$ cat src/rtl/regfile_wb_arbiter_pkg.sv
// Shared write-back constants: data/address widths, hardwired-zero register, source indices.
package regfile_wb_arbiter_pkg;
  localparam int WORD              = 32;
  localparam int REG_ADDRESS_SPACE = 5;
  localparam logic [REG_ADDRESS_SPACE-1:0] ZERO_REGISTER = 5'b00000;
  localparam logic SRC_ALU  = 1'b0;
  localparam logic SRC_LOAD = 1'b1;
endpackage

$ cat src/rtl/regfile_wb_arbiter_rr_arb2.sv
// Two-requester grant logic: round-robin (PRIORITY_MODE=0) or fixed src0 priority (1).
// Latency: grants combinational, last_grant registered. Backpressure: loser simply sees gnt=0.
module rr_arb2
  import regfile_wb_arbiter_pkg::*;
#(
  parameter int PRIORITY_MODE = 0
) (
  input  logic clk,
  input  logic rst_n,
  input  logic req0,
  input  logic req1,
  output logic gnt0,
  output logic gnt1,
  output logic last_grant
);

  always_comb begin
    gnt0 = 1'b0;
    gnt1 = 1'b0;
    if (rst_n) begin
      if (req0 && req1) begin
        // Under contention round-robin hands the grant to whoever lost last time.
        if (PRIORITY_MODE == 1 || last_grant == SRC_LOAD) gnt0 = 1'b1;
        else                                               gnt1 = 1'b1;
      end else begin
        gnt0 = req0;
        gnt1 = req1;
      end
    end
  end

  always_ff @(posedge clk) begin
    if (!rst_n)    last_grant <= SRC_LOAD;
    else if (gnt0) last_grant <= SRC_ALU;
    else if (gnt1) last_grant <= SRC_LOAD;
  end

endmodule

$ cat src/rtl/regfile_wb_arbiter.sv
// Shares the register-file write port between ALU (src0) and load unit (src1); optional read bypass under WB_ARB_BYPASS_EN.
// Latency: handshake at cycle t drives wr_en/wr_addr/wr_data at t+1. Backpressure: output never stalls, ready == grant.
module regfile_wb_arbiter
  import regfile_wb_arbiter_pkg::*;
#(
  parameter int WIDTH         = WORD,
  parameter int ADDR_SPACE    = REG_ADDRESS_SPACE,
  parameter logic [ADDR_SPACE-1:0] ZERO_REGISTER = regfile_wb_arbiter_pkg::ZERO_REGISTER,
  parameter int PRIORITY_MODE = 0
) (
  input  logic                  clk,
  input  logic                  rst_n,
  input  logic                  src0_valid,
  input  logic [ADDR_SPACE-1:0] src0_addr,
  input  logic [WIDTH-1:0]      src0_data,
  output logic                  src0_ready,
  input  logic                  src1_valid,
  input  logic [ADDR_SPACE-1:0] src1_addr,
  input  logic [WIDTH-1:0]      src1_data,
  output logic                  src1_ready,
  output logic                  wr_en,
  output logic [ADDR_SPACE-1:0] wr_addr,
  output logic [WIDTH-1:0]      wr_data,
  output logic                  last_grant
`ifdef WB_ARB_BYPASS_EN
  ,
  input  logic [ADDR_SPACE-1:0] rd1_addr,
  input  logic [ADDR_SPACE-1:0] rd2_addr,
  input  logic [WIDTH-1:0]      rf_r1_data,
  input  logic [WIDTH-1:0]      rf_r2_data,
  output logic [WIDTH-1:0]      byp_r1_data,
  output logic [WIDTH-1:0]      byp_r2_data
`endif
);

  logic                  gnt0;
  logic                  gnt1;
  logic [ADDR_SPACE-1:0] sel_addr;
  logic [WIDTH-1:0]      sel_data;

  rr_arb2 #(.PRIORITY_MODE(PRIORITY_MODE)) u_arb (
    .clk        (clk),
    .rst_n      (rst_n),
    .req0       (src0_valid),
    .req1       (src1_valid),
    .gnt0       (gnt0),
    .gnt1       (gnt1),
    .last_grant (last_grant)
  );

  assign src0_ready = gnt0;
  assign src1_ready = gnt1;
  assign sel_addr   = gnt1 ? src1_addr : src0_addr;
  assign sel_data   = gnt1 ? src1_data : src0_data;

  // Zero-register writes complete the handshake but are suppressed at the port.
  always_ff @(posedge clk) begin
    if (!rst_n) begin
      wr_en   <= 1'b0;
      wr_addr <= '0;
      wr_data <= '0;
    end else if (gnt0 || gnt1) begin
      wr_en   <= (sel_addr != ZERO_REGISTER);
      wr_addr <= sel_addr;
      wr_data <= sel_data;
    end else begin
      wr_en   <= 1'b0;
    end
  end

`ifdef WB_ARB_BYPASS_EN
  // Covers the cycle between the staged write and the register file actually updating.
  assign byp_r1_data = (wr_en && wr_addr == rd1_addr && rd1_addr != ZERO_REGISTER) ? wr_data : rf_r1_data;
  assign byp_r2_data = (wr_en && wr_addr == rd2_addr && rd2_addr != ZERO_REGISTER) ? wr_data : rf_r2_data;
`endif

endmodule

$ cat config.mk
export PLATFORM = sky130hd
export DESIGN_NAME = regfile_wb_arbiter
export DESIGN_NICKNAME = d
export VERILOG_FILES = /design/src/rtl/regfile_wb_arbiter_pkg.sv /design/src/rtl/regfile_wb_arbiter_rr_arb2.sv /design/src/rtl/regfile_wb_arbiter.sv
export SDC_FILE = /design/constraint.sdc
export NUM_CORES = 1
export LEC_CHECK = 0
export ABC_AREA = 1
export CAP_MARGIN = 20
export CORE_ASPECT_RATIO = 2
export CORE_UTILIZATION = 33
export CTS_CLUSTER_SIZE = 40
export DETAILED_ROUTE_END_ITERATION = 8
export PLACE_DENSITY_LB_ADDON = 0.12
export SYNTH_ARGS = -nofsm -noshare
export SYNTH_HDL_FRONTEND = slang
export SYNTH_SLANG_ARGS = --single-unit
$ cat constraint.sdc
create_clock -name clk -period 1 [get_ports clk]
set_input_delay 0.1 -clock clk [delete_from_list [all_inputs] [get_ports clk]]
set_output_delay 0.1 -clock clk [all_outputs]
set_load 0.005 [all_outputs]
After elaboration in Yosys (flattened, before gate mapping)
Cells that the tools add are included.
{ "word_totals": {"reg_bits": 39, "latch_bits": 0, "mem_bits_rw": 0, "mem_bits_ro": 0, "output_inout_bits": 41, "elab_cells": 19, "n_memories": 0} }
{ "classes": {"n_addsub": 0, "multipliers": 0, "div_mod_pow": 0, "magnitude_cmp": 0, "eq_ne": 0, "shift": 0, "muxes": 10, "n_bitwise": 0, "n_reduce_logical": 5} }
{ "ops": {"columns": ["cell", "count"], "rows": [
  ["$mux 32", 1],
  ["$mux 1", 8],
  ["$mux 5", 1],
  ["$reduce_bool 5->1", 1],
  ["$reduce_and 2->1", 1],
  ["$reduce_bool 2->1", 1],
  ["$logic_and 1x1->1", 1],
  ["$logic_or 1x1->1", 1]
]} }

Logic depth before layout (Yosys ltp)
Gate-level depths: netlist of the first run.
{ "logic_depth": {"depth_word": 5, "depth_mapped": 10} }

Modules after synthesis
A second synthesis of the first run with hierarchy kept.
{ "hier_totals": {"cells_unflattened": 297, "hier_area_um2": 1846.8} }
{ "by_module_without_submodules": {"columns": ["mod", "instances", "cells_each", "area_per_inst_um2", "seq_area_each_um2"], "rows": [
  ["regfile_wb_arbiter", 1, 287, 1789.2, 760.7],
  ["rr_arb2", 1, 10, 57.6, 20.0]
]} }

Least setup slack after synthesis of the first run
OpenSTA, ideal clock, no wires.
{ "synth_path": {"path_type": "register to register", "start": "register u_arb.last_grant", "end": "register wr_data[0]", "arrival_ns": 1.047, "required_ns": 0.890, "path_slack_ns": -0.157, "stages_incl_launch_ff": 9, "synth_period_minus_slack_ns": 1.157, "path_cell_list": "dfxtp_1 nand2_1 nand2_4 clkinv_2 buf_2 nand2_1 nand3_1 nand2_1 inv_1"} }
{ "synth_via": {"elab_chain_len": 4, "elab_cells_between_ends": 8, "cone_classes": "mux (7); reduce/logical (1)"} }
{ "synth_lines": {"columns": ["element", "line_no", "rtl"], "rows": [
  ["start, declared", "regfile_wb_arbiter_rr_arb2.sv:14", "output logic last_grant"],
  ["start signal, assigned", "regfile_wb_arbiter_rr_arb2.sv:33", "if (!rst_n) last_grant <= SRC_LOAD;"],
  ["start signal, assigned", "regfile_wb_arbiter_rr_arb2.sv:34", "else if (gnt0) last_grant <= SRC_ALU;"],
  ["start signal, assigned", "regfile_wb_arbiter_rr_arb2.sv:35", "else if (gnt1) last_grant <= SRC_LOAD;"],
  ["$mux 1", "regfile_wb_arbiter_rr_arb2.sv:23", "if (PRIORITY_MODE == 1 || last_grant == SRC_LOAD) gnt0 = 1'b1;"],
  ["$mux 1", "regfile_wb_arbiter_rr_arb2.sv:21", "if (req0 && req1) begin"],
  ["$mux 1", "regfile_wb_arbiter_rr_arb2.sv:20", "if (rst_n) begin"],
  ["$mux 32 / $logic_or 1x1->1 (equally long branches)", "regfile_wb_arbiter.sv:54, regfile_wb_arbiter.sv:62", null],
  ["end signal, assigned", "regfile_wb_arbiter.sv:65", "wr_data <= sel_data;"],
  ["end, declared", "regfile_wb_arbiter.sv:23", "output logic [WIDTH-1:0] wr_data,"]
]} }
Parallel ways exist; a longest one is shown, timed or not.
A chain may end at the register's enable or synchronous reset.

Worst setup path in the final report of the first run
{ "layout_path": {"start": "register u_arb.last_grant", "end": "output port src1_ready"} }
{ "layout_via": {"elab_chain_len": 3} }
{ "layout_lines": {"columns": ["element", "line_no", "rtl"], "rows": [
  ["$mux 1", "regfile_wb_arbiter_rr_arb2.sv:23", null],
  ["$mux 1", "regfile_wb_arbiter_rr_arb2.sv:21", null],
  ["$mux 1", "regfile_wb_arbiter_rr_arb2.sv:20", null],
  ["end, declared", "regfile_wb_arbiter.sv:20", "output logic src1_ready,"]
]} }
No other way between the ends.

==> results of run 1 <==
==> power groups by stage <==
stage / clock (mW) / combinational [mW] / sequential, mW
CTS: 1.07 / 1.01 / 1.71
floorplan: 0 / 0.363 / 1.76
global route: 1.11 / 1.14 / 1.73
global placement: 0 / 1.04 / 1.75
finish: 1.02 / 1.03 / 1.71
detailed placement: 0 / 1.05 / 1.75
==> final cells by class <==
type / count / share of cell area, %
clock inverter: 1 / 0.148
timing repair buffer: 140 / 41.5
inverter: 41 / 4.69
multi-input combinational: 199 / 25.8
sequential: 39 / 23.4
clock buffer: 7 / 2.25
tap: 60 / 2.21
==> logic make-up (layout without fill, tap and decap cells) <==
| logic type | Yosys count | in the layout |
|---|---|---|
| buffers and inverters | 54 | 189 |
| AOI/OAI and AO/OA | 10 | 10 |
| DFF | 39 | 39 |
| and+or+nand+nor | 189 | 189 |
==> worst max-delay path, stage by stage, from the launching register on <==
cell and delay, ns:
dfxtp_4 0.36, buf_6 0.10, nand2_4 0.05, nand2_4 0.07, clkinv_4 0.09, buf_6 0.13
==> state kept, by name (all words and copies together), names as in the netlist <==
| signal | cells |
|---|---|
| u_arb.last_grant | 1 |
| wr_en | 1 |
| wr_addr | 5 |
| wr_data | 32 |
==> worst paths after layout <==
check | start | to | slack, ns | cells past startpoint
min reg2reg | wr_addr[1]$_SDFFE_PN0P_ | wr_addr[1]$_SDFFE_PN0P_ | 0.53 | 4
max | u_arb.last_grant$_SDFFE_PN1P_ | src1_ready | -0.18 | 5
min | src1_valid | u_arb.last_grant$_SDFFE_PN1P_ | 0.39 | 6
max reg2reg | u_arb.last_grant$_SDFFE_PN1P_ | wr_en$_SDFF_PN0_ | -0.16 | 10
==> through the flow <==
stage	hold slack (ns)	util, %
2_1_floorplan	0.291	-
3_3_place_gp	0.528	60.0
3_5_place_dp	0.541	60.0
4_1_cts	0.432	61.8
5_1_grt	0.412	63.1
6_report	0.386	63.1
==> per-layer routing <==
metal  track usage [%]  vias to the layer above
met1              19.6                      953
li1                  -                     1142
met2              38.9                       70
met4              8.97                        0
met3              3.11                       13
met5                 0                        -
==> cells in the mapped netlist (all sizes together) <==
| cell | n | share of area [%] |
|---|---|---|
| buf | 10 | 2.8 |
| a21oi | 1 | 0.48 |
| dfxtp | 39 | 43 |
| nand3 | 36 | 9.8 |
| inv | 40 | 8.2 |
| o211ai | 1 | 0.41 |
| clkinv | 1 | 0.27 |
| nand2 | 151 | 32 |
| nor2 | 2 | 0.41 |
| clkbuf | 3 | 0.62 |
| o21bai | 4 | 1.6 |
| o21ai | 4 | 1.1 |
==> what timing repair did <==
item | 4_1_cts | 5_1_grt
pin swaps | 3 | 6
gates cloned | 0 | 1
resized for setup | 69 | 23
endpoints found under the setup margin | 79 | 49
hold buffers | 0 | 0
buffers inserted | 2 | 2
==> cell usage in the layout, fill, tap and decap left out, drive strengths merged <==
cell and n:
nand3 36, a21oi 1, o211ai 1, dlygate4sd2 31, dlymetal6s2s 1, clkbuf 10, dfxtp 39, clkinv 2
inv 40, o21ai 4, nand2 151, clkdlybuf4s15 8, clkdlybuf4s50 74, o21bai 4, buf 23, nor2 2
==> impl_metrics.toml, run 1 <==
[clocking]
path_clk_slew_ns = 0.07
tritoncts = "built"
clock_latency_ns = 0.28
htreeDepth = 2
clock-sinks = 39
cts_buffers = 5
root_buffer = "clkbuf_8"
clock_path_buffers = 2

[timing]
worstMarginPinSlew_ns = 0.217
rsz0062_at_grt = "true"
postLayoutSetupSlackWorst_ns = -0.177
relSlewSlack_pct = 85.5
fin_crit_sh_pct = 118
fin_tns_setup_ns = -5.24
drv_slew = 0
layout_min_cycle_time_ns = 1.18
fin_worst_skew_ns = 0.00565
fmax_ghz = 0.850
hold_viol = 0
setup_violations = 41

[final_layout]
syn_to_final_growth_pct = 85.3
stdcell_count = 487
fin_area_sq_mm = 0.00339
drive_gt1_share_pct = 14.1
nNetsFinal = 504
multi_input_area_sq_um = 873
fillers = 537
n_antenna_cell = 0
register_area_sq_um = 795

[pwr]
p_leak_nw = 1.85
p_seq_share_pct = 45.6
switching_share_pct = 26.2
cellInternalPower_mw = 2.77
clockPowerShare_pct = 27.0
ir_drop_v = 0.00112
power_density_mw_per_mm2 = 1110
finalPower_mw = 3.76
pwr-share-comb_pct = 27.4
p_switching_mw = 0.985

[route]
first_pass_iters = 4
routed-via-count = 2178
antenna_left = 0
highest_layer = "met4"
routedWlPerCell_um = 12.0
routedLengthMet1_mm = 2.13
dr_wl_met2_mm = 3.29
drc = 0
drt_wl_total_mm = 5.83
drt-initial-drc-count = 49
viasPerCell = 4.47
wl_met3_um = 223

[critical_path]
crit_path_end_kind = "primary output"
worstPathMaxFanout = 4
start_kind = "flop"
required_ns = 0.90
worstSetupPathType = "flop to primary output"
arrival_ns = 1.08

[synth]
ys_ff_latch = 39
synthAdderAreaFrac_pct = 0
synth-simple-area-share_pct = 41.8
synthXorXnorAreaFrac_pct = 0
synth_top_family_by_area = "simple AND/OR/NAND/NOR gates"
avgSynthCellArea_sq_um = 6.26
synth-compound-area-share_pct = 3.63
ys_seq_area_share_pct = 42.7
synth_cell_types = 17
syn-cell-area_sq_mm = 0.00183
synthMuxAreaShare_pct = 0
synthCells = 292
yosysWarnings = 0
syn_nets = 370

[die]
fp.dieH_um = 107
rows = 38
initial_core_util_pct = 34.0
core_sq_mm = 0.00537
dieArea_sq_mm = 0.00586
num_io_pins = 119
die_x_um = 54.6

[grt]
grt_pass1_wl_mm = 8.73
antenna_found_initial = 0
grt_pass1_vias = 1987
grtUsageTotal_pct = 20.5
grt_max_degree = 23
overflow = 0

[flow_run]
drv_cap = 0

[placed_design]
placedCellCount = 474
post_dp_cell_area_sq_mm = 0.00322
io_buffer_count = 118
pre_cts_ws_ns = -0.535
globalplace.congestion = 0.774
hpwl_mm = 4.31

[min_path]
hp-class = "primary input to flop"

[outcome]
status = "finished with violations"
violations = "negative setup slack"
Note: power is estimated with default switching activity, not from simulation.
==> run 2: changes to the inputs <==
- GPL_TIMING_DRIVEN: unset -> 1
- SKIP_LAST_GASP: unset -> 1
==> impl_metrics.toml, run 2 (synthesized netlist as in run 1, its figures left out) <==
[final_layout]
nNetsFinal = 505
largest_reg_flops = 32
final_common_cell = "nand2_1"
multi_input_area_sq_um = 873
regMostFlops = "wr_data"
post-route-util_pct = 63.9
final_cell_mix = "139 x nand2_1, 75 x clkdlybuf4s50_1, 37 x inv_1"
fillers = 521
reg.largest.list = "wr_data x32, wr_addr x5"
drive_gt1_share_pct = 14.3
n_antenna_cell = 0
syn_to_final_growth_pct = 87.7
register_area_sq_um = 795
stdcell_count = 488

[min_path]
hp-class = "primary input to flop"

[grt]
overflow = 0
antenna_found_initial = 0
grt_pass1_wl_mm = 8.73
grtUsageTotal_pct = 20.5
grt_max_degree = 23
grt_pass1_vias = 1987

[timing]
postLayoutSetupSlackWorst_ns = -0.248
hold_viol = 0
fin_worst_skew_ns = 0.00482
worstMarginPinSlew_ns = 0.224
layout_min_cycle_time_ns = 1.25
rsz0062_at_grt = "true"
fmax_ghz = 0.801
hold_slack_ns = 0.450
relSlewSlack_pct = 85.1
fin_tns_setup_ns = -5.76
drv_slew = 0
setup_violations = 40
fin_crit_sh_pct = 125

[placed_design]
io_buffer_count = 118
globalplace.congestion = 0.774
placedCellCount = 474
hpwl_mm = 4.31

[die]
fp.dieH_um = 107
dieArea_sq_mm = 0.00586
initial_core_util_pct = 34.0
num_io_pins = 119
core_sq_mm = 0.00537
die_x_um = 54.6
rows = 38

[route]
drt-initial-drc-count = 43
routed-via-count = 2193
drc = 0
routedWlPerCell_um = 12.5
antenna_left = 0
viasPerCell = 4.49
first_pass_iters = 4
drt_wl_total_mm = 6.08

[pwr]
switching_share_pct = 26.3
power_density_mw_per_mm2 = 1100
p_seq_share_pct = 45.2
pwr-share-comb_pct = 27.9
p_switching_mw = 0.999
cellInternalPower_mw = 2.79
clockPowerShare_pct = 26.9
p_leak_nw = 1.86
ir_drop_v = 0.00113

[clocking]
clock-sinks = 39
clock_latency_ns = 0.28
tritoncts = "built"
cts_buffers = 5
path_clk_slew_ns = 0.08
htreeDepth = 2
root_buffer = "clkbuf_8"
clock_path_buffers = 2

[critical_path]
arrival_ns = 1.43
crit_path_end_kind = "flop"
worstPathMaxFanout = 17
start_kind = "flop"
worstSetupPathType = "flop to flop"
required_ns = 1.19

[flow_run]
drv_cap = 0

[outcome]
violations = "negative setup slack"
status = "finished with violations"
[run 2: power groups by stage]
stage	logic (mW)	clock network, mW	registers, mW
2_1_floorplan	0.363	0	1.76
3_3_place_gp	1.04	0	1.75
3_5_place_dp	1.05	0	1.75
4_1_cts	1.00	1.07	1.71
5_1_grt	1.17	1.11	1.73
6_report	1.06	1.02	1.71
[run 2: worst paths after layout]
path                                      start                        to  slack, ns  cells past startpoint
setup / recovery  u_arb.last_grant$_SDFFE_PN1P_  wr_data[24]$_SDFFE_PN0P_      -0.25                      9
hold / removal                    src1_data[10]  wr_data[10]$_SDFFE_PN0P_       0.45                      5
setup reg to reg  u_arb.last_grant$_SDFFE_PN1P_  wr_data[24]$_SDFFE_PN0P_      -0.25                      9
hold reg to reg         wr_addr[1]$_SDFFE_PN0P_   wr_addr[1]$_SDFFE_PN0P_       0.53                      4
[run 2: final cells by class]
cell class,count,area share (%)
multi-input combinational,199,25.4
clock buffer,7,2.22
tap,60,2.19
timing repair buffer,141,42.2
sequential,39,23.1
inverter,41,4.63
clock inverter,1,0.146
[run 2: timing repair]
action                     in CTS  in global routing
setup endpoints to repair      79                 49
hold buffers                    0                  0
pin swaps                       3                  7
resized for setup              66                 26
setup buffers                   2                  1
cloned                          0                  3
[run 2: per-layer routing]
metal  vias up  wire length, um  GRT usage [%]  share of wire (%)
met4         0              184           8.97                3.0
met3        13              233           3.11                3.8
met1       960             2150           19.6                 35
li1       1146                -              -                  -
met5         -                0              0                  0
met2        74             3500           38.9                 58
[run 2: metrics by stage]
stage | total power [mW] | worst slack (ns) | instance area (sq um)
2_1_floorplan | 2.12 | -0.0245 | 1890
3_3_place_gp | 2.78 | -0.528 | 3220
3_5_place_dp | 2.80 | -0.535 | 3220
4_1_cts | 3.78 | -0.229 | 3310
5_1_grt | 4.00 | -0.311 | 3430
6_report | 3.79 | -0.248 | 3430
[run 2: worst max-delay path, stage by stage, from the launching register on]
cell and delay [ns]:
dfxtp_4 0.36, buf_6 0.10, nand2_4 0.05, nand2_4 0.07
clkinv_4 0.09, buf_12 0.16, nand2_1 0.08, nand3_1 0.10
nand2_1 0.09, inv_1 0.04
